$ cat src/rtl/gd_sweep_pkg.sv
// rtl/gd_sweep_pkg.sv - shared types, constants and helpers for the gradient-descent sweep driver
//
// Contents:
//   sweep_state_e       : sequencer FSM states
//   Q_FRAC_BITS/Q_WIDTH : Q24.8 fixed-point format
//   DEF_*               : default expected minimum, tolerance and start-point step
//   OVF_*               : bit positions inside the core's ovf_flags vector
//   ovf_any, sat_inc16  : helper functions
package gd_sweep_pkg;

  typedef enum logic [2:0] {
    ST_IDLE    = 3'd0,
    ST_ISSUE   = 3'd1,
    ST_CHECK   = 3'd2,
    ST_RELEASE = 3'd3,
    ST_FINISH  = 3'd4
  } sweep_state_e;

  localparam int unsigned Q_FRAC_BITS = 8;
  localparam int unsigned Q_WIDTH     = 24 + Q_FRAC_BITS;

  localparam logic [31:0] DEF_OFFSET    = 32'h0000_0400;  // 4.0
  localparam logic [31:0] DEF_TOLERANCE = 32'h0000_0019;  // 25/256
  localparam logic [31:0] DEF_INCREMENT = 32'h0000_0001;  // 1/256

  // ovf_flags = {gradient, x_sqr, x_diff, init_x_square}
  localparam int unsigned OVF_INIT_X_SQUARE = 0;
  localparam int unsigned OVF_X_DIFF        = 1;
  localparam int unsigned OVF_X_SQR         = 2;
  localparam int unsigned OVF_GRADIENT      = 3;

  function automatic logic ovf_any(input logic [3:0] flags);
    return flags[OVF_GRADIENT] | flags[OVF_X_SQR] | flags[OVF_X_DIFF] | flags[OVF_INIT_X_SQUARE];
  endfunction

  function automatic logic [15:0] sat_inc16(input logic [15:0] v);
    return (v == 16'hFFFF) ? v : v + 16'd1;
  endfunction

endpackage

$ cat src/rtl/gd_sweep_driver_if.sv
// rtl/gd_sweep_driver_if.sv - start/done handshake between the sweep driver and the gradient-descent core
//
// Signals:
//   start_op     : request from driver, held high until done_op is seen
//   initial_x_in : Q24.8 start point, stable while start_op is high
//   done_op      : completion from core
//   x_at_min     : Q24.8 converged location
//   y_min        : 56-bit minimum value
//   ovf_flags    : {gradient, x_sqr, x_diff, init_x_square} overflow flags
// Modports: master (sweep driver side), slave (core side).
interface gd_sweep_driver_if;
  logic        start_op;
  logic [31:0] initial_x_in;
  logic        done_op;
  logic [31:0] x_at_min;
  logic [55:0] y_min;
  logic [3:0]  ovf_flags;

  modport master (
    output start_op, initial_x_in,
    input  done_op, x_at_min, y_min, ovf_flags
  );

  modport slave (
    input  start_op, initial_x_in,
    output done_op, x_at_min, y_min, ovf_flags
  );
endinterface

$ cat src/rtl/q24_8_tol_check.sv
// rtl/q24_8_tol_check.sv - combinational |x_cap - OFFSET| <= TOLERANCE compare on Q24.8 values
//
// Parameters: OFFSET (expected minimum, signed Q24.8), TOLERANCE (unsigned Q24.8 bound)
// Ports:
//   x_cap  in  : signed Q24.8 value under test
//   in_tol out : 1 when the absolute distance to OFFSET is within TOLERANCE
module q24_8_tol_check
  import gd_sweep_pkg::*;
#(
  parameter logic [31:0] OFFSET    = DEF_OFFSET,
  parameter logic [31:0] TOLERANCE = DEF_TOLERANCE
) (
  input  logic [Q_WIDTH-1:0] x_cap,
  output logic               in_tol
);

  logic [32:0] diff;
  logic [32:0] mag;

  // 33 bits hold any difference of two signed 32-bit values, so the
  // magnitude below never overflows (its largest value is 2^32 - 1).
  always_comb begin
    diff   = {x_cap[Q_WIDTH-1], x_cap} - {OFFSET[31], OFFSET};
    mag    = diff[32] ? (33'd0 - diff) : diff;
    in_tol = (mag <= {1'b0, TOLERANCE});
  end

endmodule

$ cat src/rtl/gd_sweep_driver.sv
// rtl/gd_sweep_driver.sv - sequencer that sweeps the gradient-descent core over start points and scores results
//
// Build option: GD_SWEEP_STOP_ON_FAIL_EN - when defined, the sweep ends after the first failing run.
//
// Ports:
//   clk, rst_n        : clock, asynchronous active-low reset
//   sweep_start       : begin a sweep (sampled in IDLE only)
//   base_x            : first Q24.8 start point, captured with sweep_start
//   core              : master side of the core start/done handshake
//   sweep_busy        : high from the cycle after sweep_start until FINISH
//   sweep_done        : one-cycle pulse at sweep end
//   pass_count        : saturating count of passing runs
//   fail_count        : saturating count of failing runs (including a timeout)
//   first_fail_*      : index, start point, x_at_min and y_min of the first failure
//   timeout_err       : core never answered; sticky until next sweep_start
module gd_sweep_driver
  import gd_sweep_pkg::*;
#(
  parameter int unsigned LOOP_COUNT     = 10,
  parameter logic [31:0] INCREMENT      = DEF_INCREMENT,
  parameter logic [31:0] OFFSET         = DEF_OFFSET,
  parameter logic [31:0] TOLERANCE      = DEF_TOLERANCE,
  parameter int unsigned GAP_CYCLES     = 2,
  parameter int unsigned TIMEOUT_CYCLES = 1024
) (
  input  logic                clk,
  input  logic                rst_n,
  input  logic                sweep_start,
  input  logic [31:0]         base_x,
  gd_sweep_driver_if.master   core,
  output logic                sweep_busy,
  output logic                sweep_done,
  output logic [15:0]         pass_count,
  output logic [15:0]         fail_count,
  output logic                first_fail_valid,
  output logic [15:0]         first_fail_idx,
  output logic [31:0]         first_fail_x_init,
  output logic [31:0]         first_fail_x_min,
  output logic [55:0]         first_fail_y_min,
  output logic                timeout_err
);

`ifdef GD_SWEEP_STOP_ON_FAIL_EN
  localparam bit STOP_ON_FAIL = 1'b1;
`else
  localparam bit STOP_ON_FAIL = 1'b0;
`endif

  localparam logic [15:0] LOOP_LAST    = 16'(LOOP_COUNT);
  localparam logic [31:0] TIMEOUT_LAST = 32'(TIMEOUT_CYCLES - 1);
  localparam logic [31:0] GAP_LAST     = 32'(GAP_CYCLES - 1);

  sweep_state_e state_q, state_d;
  logic        start_op_q, start_op_d;
  logic [31:0] initial_x_in_q, initial_x_in_d;
  logic [31:0] cur_x_q, cur_x_d;
  logic [15:0] idx_q, idx_d;
  logic [31:0] wait_cnt_q, wait_cnt_d;
  logic [31:0] gap_cnt_q, gap_cnt_d;
  logic [31:0] x_cap_q, x_cap_d;
  logic [55:0] y_cap_q, y_cap_d;
  logic [3:0]  ovf_cap_q, ovf_cap_d;
  logic        sweep_busy_q, sweep_busy_d;
  logic        sweep_done_q, sweep_done_d;
  logic [15:0] pass_count_q, pass_count_d;
  logic [15:0] fail_count_q, fail_count_d;
  logic        ff_valid_q, ff_valid_d;
  logic [15:0] ff_idx_q, ff_idx_d;
  logic [31:0] ff_x_init_q, ff_x_init_d;
  logic [31:0] ff_x_min_q, ff_x_min_d;
  logic [55:0] ff_y_min_q, ff_y_min_d;
  logic        timeout_err_q, timeout_err_d;

  logic        in_tol;
  logic        run_pass;
  logic [15:0] idx_inc;
  logic [31:0] cur_x_inc;

  q24_8_tol_check #(
    .OFFSET    (OFFSET),
    .TOLERANCE (TOLERANCE)
  ) u_tol_check (
    .x_cap  (x_cap_q),
    .in_tol (in_tol)
  );

  assign run_pass  = in_tol && !ovf_any(ovf_cap_q);
  assign idx_inc   = idx_q + 16'd1;
  assign cur_x_inc = cur_x_q + INCREMENT;  // wraps mod 2^32 by construction

  always_comb begin
    state_d        = state_q;
    start_op_d     = start_op_q;
    initial_x_in_d = initial_x_in_q;
    cur_x_d        = cur_x_q;
    idx_d          = idx_q;
    wait_cnt_d     = wait_cnt_q;
    gap_cnt_d      = gap_cnt_q;
    x_cap_d        = x_cap_q;
    y_cap_d        = y_cap_q;
    ovf_cap_d      = ovf_cap_q;
    sweep_busy_d   = sweep_busy_q;
    sweep_done_d   = 1'b0;
    pass_count_d   = pass_count_q;
    fail_count_d   = fail_count_q;
    ff_valid_d     = ff_valid_q;
    ff_idx_d       = ff_idx_q;
    ff_x_init_d    = ff_x_init_q;
    ff_x_min_d     = ff_x_min_q;
    ff_y_min_d     = ff_y_min_q;
    timeout_err_d  = timeout_err_q;

    case (state_q)
      ST_IDLE: begin
        if (sweep_start) begin
          pass_count_d   = '0;
          fail_count_d   = '0;
          ff_valid_d     = 1'b0;
          ff_idx_d       = '0;
          ff_x_init_d    = '0;
          ff_x_min_d     = '0;
          ff_y_min_d     = '0;
          timeout_err_d  = 1'b0;
          cur_x_d        = base_x;
          idx_d          = '0;
          wait_cnt_d     = '0;
          start_op_d     = 1'b1;
          initial_x_in_d = base_x;
          sweep_busy_d   = 1'b1;
          state_d        = ST_ISSUE;
        end
      end

      ST_ISSUE: begin
        if (core.done_op) begin
          x_cap_d    = core.x_at_min;
          y_cap_d    = core.y_min;
          ovf_cap_d  = core.ovf_flags;
          start_op_d = 1'b0;
          state_d    = ST_CHECK;
        end else if (wait_cnt_q >= TIMEOUT_LAST) begin
          // No answer: the core state is unknown, so the rest of the sweep is abandoned.
          timeout_err_d = 1'b1;
          fail_count_d  = sat_inc16(fail_count_q);
          if (!ff_valid_q) begin
            ff_valid_d  = 1'b1;
            ff_idx_d    = idx_q;
            ff_x_init_d = cur_x_q;
            ff_x_min_d  = core.x_at_min;
            ff_y_min_d  = core.y_min;
          end
          start_op_d   = 1'b0;
          sweep_busy_d = 1'b0;
          sweep_done_d = 1'b1;
          state_d      = ST_FINISH;
        end else begin
          wait_cnt_d = wait_cnt_q + 32'd1;
        end
      end

      ST_CHECK: begin
        if (run_pass) begin
          pass_count_d = sat_inc16(pass_count_q);
        end else begin
          fail_count_d = sat_inc16(fail_count_q);
          if (!ff_valid_q) begin
            ff_valid_d  = 1'b1;
            ff_idx_d    = idx_q;
            ff_x_init_d = cur_x_q;
            ff_x_min_d  = x_cap_q;
            ff_y_min_d  = y_cap_q;
          end
        end
        gap_cnt_d = '0;
        state_d   = ST_RELEASE;
      end

      ST_RELEASE: begin
        // gap_cnt_q counts RELEASE cycles already completed; the current one is gap_cnt_q + 1.
        if (gap_cnt_q < GAP_LAST) begin
          gap_cnt_d = gap_cnt_q + 32'd1;
        end
        if (!core.done_op && (gap_cnt_q >= GAP_LAST)) begin
          cur_x_d = cur_x_inc;
          idx_d   = idx_inc;
          if ((idx_inc == LOOP_LAST) || (STOP_ON_FAIL && ff_valid_q)) begin
            sweep_busy_d = 1'b0;
            sweep_done_d = 1'b1;
            state_d      = ST_FINISH;
          end else begin
            wait_cnt_d     = '0;
            start_op_d     = 1'b1;
            initial_x_in_d = cur_x_inc;
            state_d        = ST_ISSUE;
          end
        end
      end

      ST_FINISH: begin
        state_d = ST_IDLE;
      end

      default: begin
        start_op_d   = 1'b0;
        sweep_busy_d = 1'b0;
        state_d      = ST_IDLE;
      end
    endcase
  end

  always_ff @(posedge clk or negedge rst_n) begin
    if (!rst_n) begin
      state_q        <= ST_IDLE;
      start_op_q     <= 1'b0;
      initial_x_in_q <= '0;
      cur_x_q        <= '0;
      idx_q          <= '0;
      wait_cnt_q     <= '0;
      gap_cnt_q      <= '0;
      x_cap_q        <= '0;
      y_cap_q        <= '0;
      ovf_cap_q      <= '0;
      sweep_busy_q   <= 1'b0;
      sweep_done_q   <= 1'b0;
      pass_count_q   <= '0;
      fail_count_q   <= '0;
      ff_valid_q     <= 1'b0;
      ff_idx_q       <= '0;
      ff_x_init_q    <= '0;
      ff_x_min_q     <= '0;
      ff_y_min_q     <= '0;
      timeout_err_q  <= 1'b0;
    end else begin
      state_q        <= state_d;
      start_op_q     <= start_op_d;
      initial_x_in_q <= initial_x_in_d;
      cur_x_q        <= cur_x_d;
      idx_q          <= idx_d;
      wait_cnt_q     <= wait_cnt_d;
      gap_cnt_q      <= gap_cnt_d;
      x_cap_q        <= x_cap_d;
      y_cap_q        <= y_cap_d;
      ovf_cap_q      <= ovf_cap_d;
      sweep_busy_q   <= sweep_busy_d;
      sweep_done_q   <= sweep_done_d;
      pass_count_q   <= pass_count_d;
      fail_count_q   <= fail_count_d;
      ff_valid_q     <= ff_valid_d;
      ff_idx_q       <= ff_idx_d;
      ff_x_init_q    <= ff_x_init_d;
      ff_x_min_q     <= ff_x_min_d;
      ff_y_min_q     <= ff_y_min_d;
      timeout_err_q  <= timeout_err_d;
    end
  end

  assign core.start_op     = start_op_q;
  assign core.initial_x_in = initial_x_in_q;
  assign sweep_busy        = sweep_busy_q;
  assign sweep_done        = sweep_done_q;
  assign pass_count        = pass_count_q;
  assign fail_count        = fail_count_q;
  assign first_fail_valid  = ff_valid_q;
  assign first_fail_idx    = ff_idx_q;
  assign first_fail_x_init = ff_x_init_q;
  assign first_fail_x_min  = ff_x_min_q;
  assign first_fail_y_min  = ff_y_min_q;
  assign timeout_err       = timeout_err_q;

endmodule

$ cat src/flat_wrapper.sv
// flat-port wrapper written by rule: the top's interface ports become plain ports
module gd_sweep_driver_flat import gd_sweep_pkg::*;
#(
  parameter int unsigned LOOP_COUNT     = 10,
  parameter logic [31:0] INCREMENT      = DEF_INCREMENT,
  parameter logic [31:0] OFFSET         = DEF_OFFSET,
  parameter logic [31:0] TOLERANCE      = DEF_TOLERANCE,
  parameter int unsigned GAP_CYCLES     = 2,
  parameter int unsigned TIMEOUT_CYCLES = 1024
)
  (clk, rst_n, sweep_start, base_x, sweep_busy, sweep_done, pass_count, fail_count, first_fail_valid, first_fail_idx, first_fail_x_init, first_fail_x_min, first_fail_y_min, timeout_err, core_start_op, core_initial_x_in, core_done_op, core_x_at_min, core_y_min, core_ovf_flags);
  gd_sweep_driver_if core_i ();
  input  logic clk;
  input  logic rst_n;
  input  logic sweep_start;
  input  logic [31:0] base_x;
  output logic sweep_busy;
  output logic sweep_done;
  output logic [15:0] pass_count;
  output logic [15:0] fail_count;
  output logic first_fail_valid;
  output logic [15:0] first_fail_idx;
  output logic [31:0] first_fail_x_init;
  output logic [31:0] first_fail_x_min;
  output logic [55:0] first_fail_y_min;
  output logic timeout_err;
  output wire logic [$bits(core_i.start_op)-1:0] core_start_op;
  output wire logic [$bits(core_i.initial_x_in)-1:0] core_initial_x_in;
  input wire logic [$bits(core_i.done_op)-1:0] core_done_op;
  input wire logic [$bits(core_i.x_at_min)-1:0] core_x_at_min;
  input wire logic [$bits(core_i.y_min)-1:0] core_y_min;
  input wire logic [$bits(core_i.ovf_flags)-1:0] core_ovf_flags;
  assign core_start_op = core_i.start_op;
  assign core_initial_x_in = core_i.initial_x_in;
  assign core_i.done_op = core_done_op;
  assign core_i.x_at_min = core_x_at_min;
  assign core_i.y_min = core_y_min;
  assign core_i.ovf_flags = core_ovf_flags;
  gd_sweep_driver #(.LOOP_COUNT(LOOP_COUNT), .INCREMENT(INCREMENT), .OFFSET(OFFSET), .TOLERANCE(TOLERANCE), .GAP_CYCLES(GAP_CYCLES), .TIMEOUT_CYCLES(TIMEOUT_CYCLES)) u_core (.clk(clk), .rst_n(rst_n), .sweep_start(sweep_start), .base_x(base_x), .core(core_i), .sweep_busy(sweep_busy), .sweep_done(sweep_done), .pass_count(pass_count), .fail_count(fail_count), .first_fail_valid(first_fail_valid), .first_fail_idx(first_fail_idx), .first_fail_x_init(first_fail_x_init), .first_fail_x_min(first_fail_x_min), .first_fail_y_min(first_fail_y_min), .timeout_err(timeout_err));
endmodule
$ cat config.mk
export PLATFORM = sky130hd
export DESIGN_NAME = gd_sweep_driver_flat
export DESIGN_NICKNAME = d
export VERILOG_FILES = /design/src/rtl/gd_sweep_pkg.sv /design/src/rtl/gd_sweep_driver_if.sv /design/src/rtl/q24_8_tol_check.sv /design/src/rtl/gd_sweep_driver.sv /design/src/flat_wrapper.sv
export SDC_FILE = /design/constraint.sdc
export NUM_CORES = 1
export LEC_CHECK = 0
export CORE_ASPECT_RATIO = 1.25
export CORE_MARGIN = 10
export CORE_UTILIZATION = 50
export CTS_BUF_LIST = sky130_fd_sc_hd__clkbuf_8
export CTS_CLUSTER_SIZE = 24
export DETAILED_ROUTE_END_ITERATION = 8
export GPL_TIMING_DRIVEN = 0
export PLACE_DENSITY = 0.75
export SYNTH_ARGS = -nofsm -noshare
export SYNTH_HDL_FRONTEND = slang
export SYNTH_HIERARCHICAL = 1
export SYNTH_SLANG_ARGS = --single-unit
$ cat constraint.sdc
create_clock -name clk -period 5.8 [get_ports clk]
set_clock_uncertainty 0.1 [all_clocks]
set_input_delay 0.58 -clock clk [delete_from_list [all_inputs] [get_ports clk]]
set_output_delay 0.58 -clock clk [all_outputs]
set_load 0.03 [all_outputs]
==> impl_metrics.ini <==
[synth]
synth_area_leaders = dfrtp_1 (50%), mux2_2 (12%), a22o_1 (6.0%)
yosys-top-cells-count = dfrtp_1 (412), mux2_2 (210), a22o_1 (140), nand2_1 (125), nor2_1 (109)
synth_cell_type_count = 95
synth.avg_cell_area_sq_um = 10.9
yosys.area.top_type = dfrtp_1
synth-seq-cells = 412
synthArstFlopShare_pct = 100
synthesis.instances = 1883
ys.flop_type = dfrtp_1
synth_area_sq_um = 20600
ys_seq_area_share_pct = 50.2
synth-edff-count = 0
synth_nets = 2023
synth_top_area_share_pct = 50.2
synth.most_common_cell = dfrtp_1
yosys_warnings = 6

[global_route]
grt.total_usage_pct = 23.7
grt_pass1_wl_um = 96000
grt_max_degree = 125
grt_overflow = 0
antenna_found_initial = 4
grt_pass1_vias = 17500

[floorplanning]
core_area_sq_um = 40800
start_util_pct = 50.4
dieArea_sq_um = 49700
num_rows = 83
die_h_um = 247
ios = 333
die_w_um = 201

[hold_path]
hold_path_class = input port to flop

[cells_and_area]
final_util_pct = 64.3
finalNetCount = 2430
area_growth_pct = 27.7
diodes = 0
drive_above_1_share_pct = 18.5
fillerInstances = 3206

[sta]
drv_slew = 0
fmax_ghz = 0.181
timing.final.crit_share_pct = 95.3
finalSetupViolCount = 0
period_needed_ns = 5.53
hold_viol_final = 0
final.setup.tns_ns = 0
slew_headroom_pct = 12.4
tightest_slew_ns = 1.31
rsz0062_at_grt = false

[power_and_ir_drop]
seqPwrFrac_pct = 31.7
power-per-cell-area_nw_per_um2 = 557
internal_power_uw = 8490
vdd_drop_max_mv = 0.347
p_sw_uw = 6130
p_clk_share_pct = 19.2
combPwrFrac_pct = 49.1
swShare_pct = 41.9
power_leakage_uw = 0.0112

[clocking]
cts_buffer_depth = 3
clock_sinks = 412
numCtsBuffers = 67
clockRootBuffer = clkbuf_8
cts.htree.levels = 3
clock_latency_ns = 0.64
path_clk_slew_ns = 0.06
cts_tree = done

[run]
maxCapViolCount = 0

[setup_path]
slowest_stage = or4b_4
cp_common_cell = buf_2
crit_arrival_ns = 5.92
critPathLaunchType = flop
worstPathCellList = buf_2 -> inv_1 -> ha_1 -> buf_2 -> or3b_2 -> o21ai_1 -> and2_1 -> buf_2 -> nand4_1 -> or4b_4 -> o2bb2ai_1 -> o22ai_2 -> nor4_4 -> nand2_2 -> nand3_1 -> a221o_1 -> buf_4 -> o21ai_4 -> buf_6 -> buf_6 -> mux2_2
path_buf_inv = 7
slowest_delay_ns = 0.59
worst_path_dominant_cell_family = simple AND/OR/NAND/NOR gates
cp_max_fo = 10
end_kind = flop
required_ns = 6.19
critPathKind = flop to flop

[routing]
drc_errors = 0
routed_via_density = 5.83
vias = 16900
routed_wl_um = 60100
route.detailed.wl_per_inst_um = 20.8
drt_iter0_drc = 998
postRouteAntennaNets = 0
drtPass1Iterations = 5

[place]
hpwl_um = 44700
numPortBuffers = 331
gp_congestion = 0.887

[outcome]
outcome = completed
-- worst reg2reg max path: cells and delay by family (launching register included) --
kind,cells,cell delay [ns]
mux,1,0.35
buf+inv,7,1.31
simple gates,7,1.78
flops,1,0.46
compound gates,5,1.24
fa+ha+maj,1,0.14
-- worst paths after layout --
| path | depth (start not counted) | from | slack, ns | end |
|---|---|---|---|---|
| max | 21 | u_core/x_cap_q[10]$_DFFE_PN0P_ | 0.27 | u_core/first_fail_x_min[21]$_DFFE_PN0P_ |
| min | 2 | core_done_op | 0.24 | u_core/state_q[2]$_DFFE_PN0P_ |
| max reg2reg | 21 | u_core/x_cap_q[10]$_DFFE_PN0P_ | 0.27 | u_core/first_fail_x_min[21]$_DFFE_PN0P_ |
| min reg2reg | 1 | u_core/wait_cnt_q[21]$_DFFE_PN0P_ | 0.38 | u_core/wait_cnt_q[21]$_DFFE_PN0P_ |
| max in group asynchronous | 4 | rst_n | 3.63 | u_core/first_fail_x_min[17]$_DFFE_PN0P_ |
| min in group asynchronous | 2 | rst_n | 0.42 | u_core/first_fail_idx[11]$_DFFE_PN0P_ |
-- registers in the layout, indices dropped and copies added, names as in the netlist, 32 cells and up --
| name | cells |
|---|---|
| u_core/first_fail_y_min | 56 |
| u_core/y_cap_q | 56 |
| u_core/core.initial_x_in | 32 |
| u_core/cur_x_q | 32 |
| u_core/first_fail_x_init | 32 |
| u_core/first_fail_x_min | 32 |
| u_core/gap_cnt_q | 32 |
| u_core/wait_cnt_q | 32 |
| u_core/x_cap_q | 32 |
-- placed cells by master (no fill, tap or decap), types with 19 or more instances in the layout --
| cell type | netlist | layout |
|---|---|---|
| nand3_1 | 39 | 39 |
| o31ai_1 | 30 | 30 |
| nor2b_1 | 35 | 35 |
| and2_1 | 23 | 23 |
| or3_1 | 19 | 19 |
| nor3_1 | 34 | 33 |
| mux2_2 | 210 | 210 |
| dfrtp_1 | 412 | 412 |
| clkdlybuf4s50_1 | 0 | 330 |
| xnor2_1 | 34 | 34 |
| and3_1 | 25 | 25 |
| nand2_1 | 125 | 124 |
| clkbuf_8 | 0 | 89 |
| clkbuf_1 | 70 | 67 |
| nand4_1 | 40 | 40 |
| a31oi_1 | 22 | 22 |
| nor2_1 | 109 | 109 |
| nor4_1 | 28 | 27 |
| buf_2 | 45 | 43 |
| o21ai_0 | 93 | 93 |
| inv_1 | 36 | 52 |
| xor2_1 | 29 | 29 |
| a22o_1 | 140 | 140 |
| a21oi_1 | 63 | 63 |
-- repair_timing --
action	4_1_cts	5_1_grt
resized for setup	7	10
endpoints found under the setup margin	160	146
buffers inserted	1	1
hold endpoints to repair	81	0
hold buffers	1	0
pin swaps	2	3
-- metrics by stage --
step                cell area, sq um  hold slack (ns)  setup slack, ns  power (uW)  std cells
finish                         26300            0.241            0.274       14600       2892
global route                   26300            0.278           0.0160       15500       2892
CTS                            26200            0.185           0.0422       14700       2891
detailed placement             24700            0.376           -0.624       11800       2770
global placement               24600            0.369           -13.73       11600       2766
floorplan                      20600            0.184             1.03        9240       1883
-- power by group through the flow --
stage | Clock, uW | Sequential [uW] | Combinational [uW]
3_3_place_gp | 0 | 4630 | 6970
5_1_grt | 3000 | 4770 | 7720
4_1_cts | 2890 | 4630 | 7170
2_1_floorplan | 0 | 5290 | 3950
3_5_place_dp | 0 | 4670 | 7120
6_report | 2810 | 4640 | 7170
-- cells by family after synthesis --
| kind of cell | after synthesis | share of synthesized area (%) |
|---|---|---|
| flip-flops | 412 | 50.2 |
| multiplexers | 220 | 12.0 |
| adder cells (fa/ha/maj) | 12 | 0.730 |
| AND/OR/NAND/NOR | 560 | 14.8 |
| buffers and inverters | 166 | 3.68 |
| AO/OA/AOI/OAI | 450 | 15.9 |
| XOR/XNOR | 63 | 2.68 |
-- area by class of cell --
type	instances	area, sq um	share of cell area [%]
plain buffers	130	636	2.42
clock inverters	30	293	1.12
clock buffers	89	1220	4.67
flip-flops and latches	412	10300	39.3
well taps	552	691	2.63
repair buffers	338	3440	13.1
inverters	36	135	0.515
multi-input cells	1305	9530	36.3
-- routing by layer --
layer  global-route usage, %  vias up  share of wire [%]
met5                       0        -              0.073
met1                    27.6     8371                 40
met4                    9.10        8                2.8
met3                    6.74      122                7.3
met2                    40.8      571                 50
li1                        -     7788                  -
No activity file was read; power rests on OpenSTA's default activity.
